===== src/rtl/ysyx_23060061_lsu_pkg.sv =====
// Shared encodings for the LSU: MemRW and funct3 codes, FSM states and AXI response codes.
// Also holds the request legality check that runs when a request is accepted.
package ysyx_23060061_lsu_pkg;

  localparam logic [1:0] MEM_IDLE  = 2'b00;
  localparam logic [1:0] MEM_READ  = 2'b10;
  localparam logic [1:0] MEM_WRITE = 2'b01;

  localparam logic [2:0] F3_LB  = 3'b000;
  localparam logic [2:0] F3_LH  = 3'b001;
  localparam logic [2:0] F3_LW  = 3'b010;
  localparam logic [2:0] F3_LBU = 3'b100;
  localparam logic [2:0] F3_LHU = 3'b101;
  localparam logic [2:0] F3_SB  = 3'b000;
  localparam logic [2:0] F3_SH  = 3'b001;
  localparam logic [2:0] F3_SW  = 3'b010;

  localparam logic [1:0] AXI_OKAY = 2'b00;

  typedef enum logic [2:0] {
    S_IDLE, S_RD_ADDR, S_RD_DATA, S_WR, S_WR_RESP, S_RESP
  } state_t;

  // funct3[1:0] gives the access size for loads and stores alike.
  function automatic logic req_illegal(input logic [1:0] memrw, input logic [2:0] f3,
                                       input logic [1:0] lo);
    logic bad;
    bad = 1'b0;
    case (memrw)
      MEM_READ:  bad = !(f3 inside {F3_LB, F3_LH, F3_LW, F3_LBU, F3_LHU});
      MEM_WRITE: bad = !(f3 inside {F3_SB, F3_SH, F3_SW});
      default:   bad = 1'b1;
    endcase
    if (f3[1:0] == 2'b01 && lo[0]) bad = 1'b1;
    if (f3[1:0] == 2'b10 && lo != 2'b00) bad = 1'b1;
    return bad;
  endfunction

endpackage


===== src/rtl/ysyx_23060061_LoadExt.sv =====
// Combinational load extraction: picks the byte/half-word lane and sign/zero-extends it.
// Zero latency; no flow control.
module ysyx_23060061_LoadExt
  import ysyx_23060061_lsu_pkg::*;
(
  input  logic [31:0] rdata,
  input  logic [1:0]  lane,
  input  logic [2:0]  funct3,
  output logic [31:0] ext
);

  logic [7:0]  b;
  logic [15:0] h;

  always_comb begin
    b   = rdata[7:0];
    h   = rdata[15:0];
    ext = rdata;
    case (lane)
      2'd1:    b = rdata[15:8];
      2'd2:    b = rdata[23:16];
      2'd3:    b = rdata[31:24];
      default: b = rdata[7:0];
    endcase
    if (lane[1]) h = rdata[31:16];
    case (funct3)
      F3_LB:   ext = {{24{b[7]}}, b};
      F3_LBU:  ext = {24'b0, b};
      F3_LH:   ext = {{16{h[15]}}, h};
      F3_LHU:  ext = {16'b0, h};
      default: ext = rdata;
    endcase
  end

endmodule


===== src/rtl/ysyx_23060061_lsu.sv =====
// Load/store unit: one request at a time onto an AXI4-Lite data bus; zero-wait latency 3 cycles to resp_valid.
// Stalls the core while outstanding; bus valids hold until their handshake, illegal requests skip the bus.
module ysyx_23060061_lsu
  import ysyx_23060061_lsu_pkg::*;
#(
  parameter int ADDR_W = 32,
  parameter int DATA_W = 32
) (
  input  logic              clk,
  input  logic              rst,
  input  logic              req_valid,
  output logic              req_ready,
  input  logic [1:0]        MemRW,
  input  logic [2:0]        funct3,
  input  logic [ADDR_W-1:0] addr,
  input  logic [DATA_W-1:0] wdata,
  output logic              resp_valid,
  output logic [DATA_W-1:0] resp_rdata,
  output logic              resp_err,
  output logic              stall,
  output logic [ADDR_W-1:0] araddr,
  output logic              arvalid,
  input  logic              arready,
  input  logic [DATA_W-1:0] rdata,
  input  logic [1:0]        rresp,
  input  logic              rvalid,
  output logic              rready,
  output logic [ADDR_W-1:0] awaddr,
  output logic              awvalid,
  input  logic              awready,
  output logic [DATA_W-1:0] wdata_o,
  output logic [3:0]        wstrb,
  output logic              wvalid,
  input  logic              wready,
  input  logic [1:0]        bresp,
  input  logic              bvalid,
  output logic              bready
);

  state_t            state, state_nxt;
  logic [ADDR_W-1:0] addr_q;
  logic [2:0]        funct3_q;
  logic [DATA_W-1:0] wdata_q;
  logic [DATA_W-1:0] rdata_q;
  logic              err_q, aw_done, w_done;
  logic              accept, req_bad;
  logic [DATA_W-1:0] ext_data;
  logic [3:0]        strb;

  assign accept  = (state == S_IDLE) && req_valid && (MemRW != MEM_IDLE);
  assign req_bad = req_illegal(MemRW, funct3, addr[1:0]);

  ysyx_23060061_LoadExt u_load_ext (
    .rdata (rdata),
    .lane  (addr_q[1:0]),
    .funct3(funct3_q),
    .ext   (ext_data)
  );

  always_ff @(posedge clk or posedge rst) begin
    if (rst) state <= S_IDLE;
    else     state <= state_nxt;
  end

  always_comb begin
    state_nxt  = state;
    req_ready  = 1'b0;
    arvalid    = 1'b0;
    rready     = 1'b0;
    awvalid    = 1'b0;
    wvalid     = 1'b0;
    bready     = 1'b0;
    resp_valid = 1'b0;
    resp_err   = 1'b0;
    stall      = 1'b1;
    case (state)
      S_IDLE: begin
        req_ready = 1'b1;
        stall     = 1'b0;
        if (accept) begin
          if (req_bad)                 state_nxt = S_RESP;
          else if (MemRW == MEM_READ)  state_nxt = S_RD_ADDR;
          else                         state_nxt = S_WR;
        end
      end
      S_RD_ADDR: begin
        arvalid = 1'b1;
        if (arready) state_nxt = S_RD_DATA;
      end
      S_RD_DATA: begin
        rready = 1'b1;
        if (rvalid) state_nxt = S_RESP;
      end
      S_WR: begin
        awvalid = !aw_done;
        wvalid  = !w_done;
        if ((aw_done || awready) && (w_done || wready)) state_nxt = S_WR_RESP;
      end
      S_WR_RESP: begin
        bready = 1'b1;
        if (bvalid) state_nxt = S_RESP;
      end
      S_RESP: begin
        resp_valid = 1'b1;
        resp_err   = err_q;
        stall      = 1'b0;
        state_nxt  = S_IDLE;
      end
      default: state_nxt = S_IDLE;
    endcase
  end

  // Bus addresses are word aligned; the lane lives in wstrb or in the load extraction.
  assign araddr     = {addr_q[ADDR_W-1:2], 2'b00};
  assign awaddr     = {addr_q[ADDR_W-1:2], 2'b00};
  assign resp_rdata = rdata_q;

  always_comb begin
    strb    = 4'b1111;
    wdata_o = wdata_q;
    case (funct3_q[1:0])
      2'b00: begin
        strb    = 4'b0001 << addr_q[1:0];
        wdata_o = {4{wdata_q[7:0]}};
      end
      2'b01: begin
        strb    = 4'b0011 << addr_q[1:0];
        wdata_o = {2{wdata_q[15:0]}};
      end
      default: ;
    endcase
    wstrb = (state == S_WR) ? strb : 4'b0000;
  end

  always_ff @(posedge clk or posedge rst) begin
    if (rst) begin
      addr_q   <= '0;
      funct3_q <= '0;
      wdata_q  <= '0;
      rdata_q  <= '0;
      err_q    <= 1'b0;
      aw_done  <= 1'b0;
      w_done   <= 1'b0;
    end else begin
      if (accept) begin
        addr_q   <= addr;
        funct3_q <= funct3;
        wdata_q  <= wdata;
        aw_done  <= 1'b0;
        w_done   <= 1'b0;
        if (req_bad) begin
          err_q   <= 1'b1;
          rdata_q <= '0;
        end
      end
      if (state == S_RD_DATA && rvalid) begin
        err_q   <= (rresp != AXI_OKAY);
        rdata_q <= (rresp == AXI_OKAY) ? ext_data : '0;
      end
      if (state == S_WR) begin
        if (awvalid && awready) aw_done <= 1'b1;
        if (wvalid && wready)   w_done  <= 1'b1;
      end
      if (state == S_WR_RESP && bvalid) begin
        err_q   <= (bresp != AXI_OKAY);
        rdata_q <= '0;
      end
    end
  end

endmodule


===== config.mk =====
export PLATFORM = sky130hd
export DESIGN_NAME = ysyx_23060061_lsu
export DESIGN_NICKNAME = d
export VERILOG_FILES = /design/src/rtl/ysyx_23060061_lsu_pkg.sv /design/src/rtl/ysyx_23060061_LoadExt.sv /design/src/rtl/ysyx_23060061_lsu.sv
export SDC_FILE = /design/constraint.sdc
export NUM_CORES = 1
export LEC_CHECK = 0
export BUFFER_PORTS_ARGS = -buffer_cell sky130_fd_sc_hd__buf_4
export CORE_AREA = 2 2 141 143
export CTS_BUF_LIST = sky130_fd_sc_hd__clkbuf_8
export DETAILED_ROUTE_END_ITERATION = 12
export DIE_AREA = 0 0 143 145
export GPL_TIMING_DRIVEN = 0
export PLACE_DENSITY = 0.54
export SYNTH_ARGS = -nofsm -noshare
export SYNTH_HDL_FRONTEND = slang
export SYNTH_SLANG_ARGS = --single-unit

===== constraint.sdc =====
create_clock -name clk -period 3.2 [get_ports clk]
set_clock_uncertainty 0.05 [all_clocks]
set_input_delay 0.16 -clock clk [delete_from_list [all_inputs] [get_ports clk]]
set_output_delay 0.16 -clock clk [all_outputs]
set_load 0.01 [all_outputs]

### Yosys cells after proc, flatten, opt, wreduce, memory -nomap -nowiden

Index checks and enable logic that the tools add are counted.

| word-level totals | value |
|---|---|
| register bits after elaboration | 105 |
| input bits | 113 |
| word-level logic and storage cells | 107 |

| cells by class | value |
|---|---|
| eq/ne operators | 25 |
| shifts and indexed selects | 2 |
| muxes and demuxes | 41 |
| reductions and logical operators | 31 |

Operator list:

| cell | number |
|---|---|
| 2-to-1 mux 32 bit | 5 |
| case mux 32 bit (4 select lines) | 1 |
| case mux 32 bit (2 select lines) | 1 |
| case mux 8 bit (3 select lines) | 1 |
| 2-to-1 mux 1 bit | 21 |
| equality test 3 bit (second input constant) | 6 |
| 2-to-1 mux 3 bit | 6 |
| 2-to-1 mux 16 bit | 1 |
| case mux 3 bit (5 select lines) | 1 |
| != test 2 bit (second input constant) | 5 |
| equality test 3 x 1 -> 1 bit (second input constant) | 3 |
| equality test 3 x 2 -> 1 bit (second input constant) | 3 |
| logical AND 1 bit | 9 |
| zero test 3 bit | 3 |
| nonzero test 3 bit | 3 |
| equality test 2 x 1 -> 1 bit (second input constant) | 4 |
| equality test 2 bit (second input constant) | 4 |
| case mux 4 bit (2 select lines) | 1 |
| nonzero test 2 bit | 4 |
| AND reduction 5 bit | 1 |
| nonzero test 5 bit | 1 |
| zero test 1 bit | 4 |
| zero test 2 bit | 2 |
| 2-to-1 mux 4 bit | 1 |
| other kinds (7) | 8 |

### Logic depth before layout (Yosys ltp)

| logic depth | value |
|---|---|
| depth in word-level cells | 10 |
| mapped depth | 7 |
| mapped depth without buffers | 6 |

### Cells and area by module

A second synthesis with hierarchy kept.

| second synthesis, totals | value |
|---|---|
| cells, all modules | 520 |
| area total of the unflattened synthesis | 5816.8 um^2 |

By module, submodules not included:

| module | times used | cells each | area each (um^2) | sequential area each (um^2) |
|---|---|---|---|---|
| ysyx_23060061_lsu | 1 | 409 | 5148.7 | 2627.5 |
| ysyx_23060061_LoadExt | 1 | 111 | 668.1 | 0.0 |

### Worst setup path after synthesis

Ideal clock, no wire load.

| timing | value |
|---|---|
| path kind | register -> register |
| from | register funct3_q[0] |
| to | register rdata_q[19] (netlist: resp_rdata[19]) |
| setup time | 0.064 ns |
| arrival time | 1.827 ns |
| setup slack | 1.258 ns |
| cell stages (with the launch flop) | 8 |
| cells stage by stage | dfrtp_1 > buf_6 > or3_1 > buf_6 > mux2_4 > nor4_4 > buf_6 > a221o_2 |

| between the ends | value |
|---|---|
| word-level cells in the longest chain between the ends | 5 |

RTL lines:

| element | line | RTL |
|---|---|---|
| from (decl) | ysyx_23060061_lsu.sv:42 | `logic [2:0] funct3_q;` |
| from (signal assigned) | ysyx_23060061_lsu.sv:147 | `funct3_q <= funct3;` |
| equality test 3 bit, or another cell as far along | ysyx_23060061_LoadExt.sv:26 | `case (funct3)` |
| case mux 32 bit (4 select lines) (*) | ysyx_23060061_LoadExt.sv:26 |  |
| 2-to-1 mux 32 bit (*) | ysyx_23060061_lsu.sv:158 | `rdata_q <= (rresp == AXI_OKAY) ? ext_data : '0;` |
| 2-to-1 mux 32 bit (*) | ysyx_23060061_lsu.sv:156 | `if (state == S_RD_DATA && rvalid) begin` |
| 2-to-1 mux 32 bit (*) | ysyx_23060061_lsu.sv:164 | `if (state == S_WR_RESP && bvalid) begin` |
| to (signal assigned) | ysyx_23060061_lsu.sv:158 |  |
| to (decl) | ysyx_23060061_lsu.sv:44 | `logic [DATA_W-1:0] rdata_q;` |

Mark *: on every way between the ends. The rest lies on a longest branch, timed or not.
A chain may end at the register's enable or synchronous reset.

### Worst setup path after layout

| timing | value |
|---|---|
| from | register funct3_q[1] |
| to | output wdata_o[27] |

| between the ends | value |
|---|---|
| word-level cells in the longest chain between the ends | 2 |

RTL lines:

| element | line | RTL |
|---|---|---|
| equality test 2 x 1 -> 1 bit / zero test 2 bit (equally long branches) | ysyx_23060061_lsu.sv:121 | `case (funct3_q[1:0])` |
| case mux 32 bit (2 select lines) (*) | ysyx_23060061_lsu.sv:121 |  |
| to (decl) | ysyx_23060061_lsu.sv:31 | `output logic [DATA_W-1:0] wdata_o,` |

Marks and branches as above.

==> flow_summary.yaml <==
synthesis:
  synth-edff-count: 0
  async_reset_ff_share_pct: 100
  synth_most_common_cell: "dfrtp_1"
  ys_ff_latch: 105
  syn_area_per_cell_um2: 11.5
  yosys_warnings: 0
  synth_area_leaders: "dfrtp_1 46%, mux2_2 19%, buf_4 9.5%"
  synth_cell_type_count: 51
  synthFlopType: "dfrtp_1"
  yosysTopAreaCell: "dfrtp_1"
  synth_area_mm2: 0.00568
  yosysTopAreaCellShare_pct: 46.3
  synth_commonest_cells: "105 x dfrtp_1, 96 x mux2_2, 72 x buf_4"
  seq_area_frac_synth_pct: 46.3
  syn_inst: 495
global_route:
  grt_first_pass_wirelength_um: 28700
  antenna_found_initial: 0
  grt.total_usage_pct: 17.7
  grt-ovfl-total: 0
  grt_max_degree: 65
  grt_pass1_vias: 5350
route:
  drt-initial-drc-count: 208
  viasPerCell: 4.51
  postRouteAntennaNets: 0
  drc: 0
  wl_um: 18400
  vias: 5029
  wl_per_cell_um: 16.5
  drtPass1Iterations: 4
layout:
  multiInputGateArea_mm2: 0.00234
  regArea_mm2: 0.00263
  drive_gt1_share_pct: 53.8
  final_util_pct: 46.9
  fill_cells: 1793
  num_antenna_cells: 0
  layout.cells.non_filler: 1115
  area_growth_pct: 58.5
  num-nets-final: 961
sta:
  setup-tns-final_ns: 0
  timing.final.crit_share_pct: 84.4
  rsz0062_at_grt: "false"
  layout_setup_ws_ns: 0.500
  min_period_ns: 2.70
  finalSetupViolCount: 0
  hold_viol_final: 0
  max_slew.worst_pin.slew_ns: 1.01
  maxSlewHeadroom_pct: 32.5
  holdWs_ns: 0.0673
  drv_slew: 0
  max_freq_mhz: 370
job:
  cap_violations: 0
clock_network:
  clockBufferDepth: 2
  cts.htree.levels: 3
  ctsRootBufferMaster: "clkbuf_8"
  cts_tree: "done"
  clock_latency_ns: 0.37
  clk_pin_slew_ns: 0.10
  cts_buffers: 9
  cts_sinks: 105
placement:
  routabilityCongestion: 0.814
  dp.final_hpwl_um: 13800
  dpl.cell_count: 1013
  pre_cts_ws_ns: 0.472
  io_buffers: 249
worst_setup_path:
  cp_data_arrival_time_ns: 2.49
  path_class: "flip-flop to output pin"
  startpoint_type: "flip-flop"
  crit_fanout: 10
  critical_path_required_ns: 2.99
  endpoint_kind: "output pin"
die:
  chipWidth_um: 143
  initial_utilization_pct: 29.6
  core_mm2: 0.0192
  io_pins: 254
  die_h_um: 145
  fp.dieArea_mm2: 0.0207
  num_rows: 51
power:
  leakage_nw: 4.41
  vdd_drop_max_mv: 0.454
  power.density_mw_per_mm2: 872
status:
  status: "completed"
worst_hold_path:
  worst_hold_path_type: "input pin to flip-flop"
power by group:
part	internal [mW]	leakage [nW]	total, mW	switching [mW]
Sequential	1.86	1.31	2.27	0.409
Combinational	2.63	2.98	4.62	1.99
Clock	0.481	0.115	0.957	0.475
layer usage:
layer  vias up  part of all wire (%)  track usage, %
li1       2406                     -               -
met1      2416                    42            21.8
met2       183                    48            29.7
met3        24                   7.4            4.85
met4         0                   1.9            5.79
met5         -                     0               0
cell families after synthesis:
group	count (synthesis)	synth area share (%)
buffers and inverters	115	12.8
adder cells (fa/ha/maj)	3	0.661
AO/OA/AOI/OAI	89	12.2
other	1	0.0660
multiplexers	108	21.5
flip-flops	105	46.3
AND/OR/NAND/NOR	74	6.63
cell usage in the layout, fill, tap and decap left out, types with 7 or more instances in the layout:
cell type,count
dlygate4sd3_1,86
nand2_1,23
o221ai_1,7
a21oi_1,11
a221o_2,10
clkbuf_8,11
a21o_1,10
nor2_1,22
mux2_2,96
clkbuf_1,17
a221oi_1,8
inv_1,11
o21ai_0,14
dfrtp_1,105
buf_1,8
buf_4,321
mux2i_1,10
critical path, cell delays in order, from the launching register on:
cell      delay, ns
dfrtp_1        0.47
clkbuf_1       0.38
clkbuf_2       0.42
clkbuf_1       0.41
nand2_1        0.11
o21ai_0        0.14
buf_4          0.18
flip-flops by register name (all words and copies together), names as in the netlist:
| register | cells |
|---|---|
| w_done | 1 |
| resp_rdata | 32 |
| aw_done | 1 |
| addr_q | 32 |
| err_q | 1 |
| state | 3 |
| funct3_q | 3 |
| wdata_q | 32 |
through the flow:
step                area, um2  power (mW)
floorplan                5690        4.90
finish                   9010        7.85
detailed placement       7920        6.87
CTS                      9000        7.94
global placement         7890        6.78
global route             9010        8.40
worst paths after layout:
| path | depth (start not counted) | slack (ns) | start | to |
|---|---|---|---|---|
| worst max-delay path | 6 | 0.50 | funct3_q[1] | wdata_o[27] |
| min in group asynchronous | 3 | 0.44 | rst | addr_q[15] |
| max in group asynchronous | 4 | 1.97 | rst | addr_q[10] |
| worst min register to register | 1 | 0.44 | resp_rdata[8] | resp_rdata[8] |
| worst max register to register | 5 | 0.56 | state[0] | resp_rdata[31] |
| worst min-delay path | 3 | 0.07 | rdata[5] | resp_rdata[5] |
repair_timing:
item,4_1_cts,5_1_grt
hold buffers,86,0
hold endpoints to repair,148,0
setup buffers,0,0
setup endpoints to repair,0,6
resized for setup,0,2
layout make-up:
| class | instances | share of cell area (%) |
|---|---|---|
| inverters | 13 | 0.570 |
| flip-flops and latches | 105 | 29.2 |
| well taps | 265 | 3.68 |
| clock buffers | 11 | 1.68 |
| multi-input cells | 278 | 26.0 |
| clock inverters | 5 | 0.861 |
| plain buffers | 102 | 7.53 |
| repair buffers | 336 | 30.5 |
No activity file was read; power rests on OpenSTA's default activity.
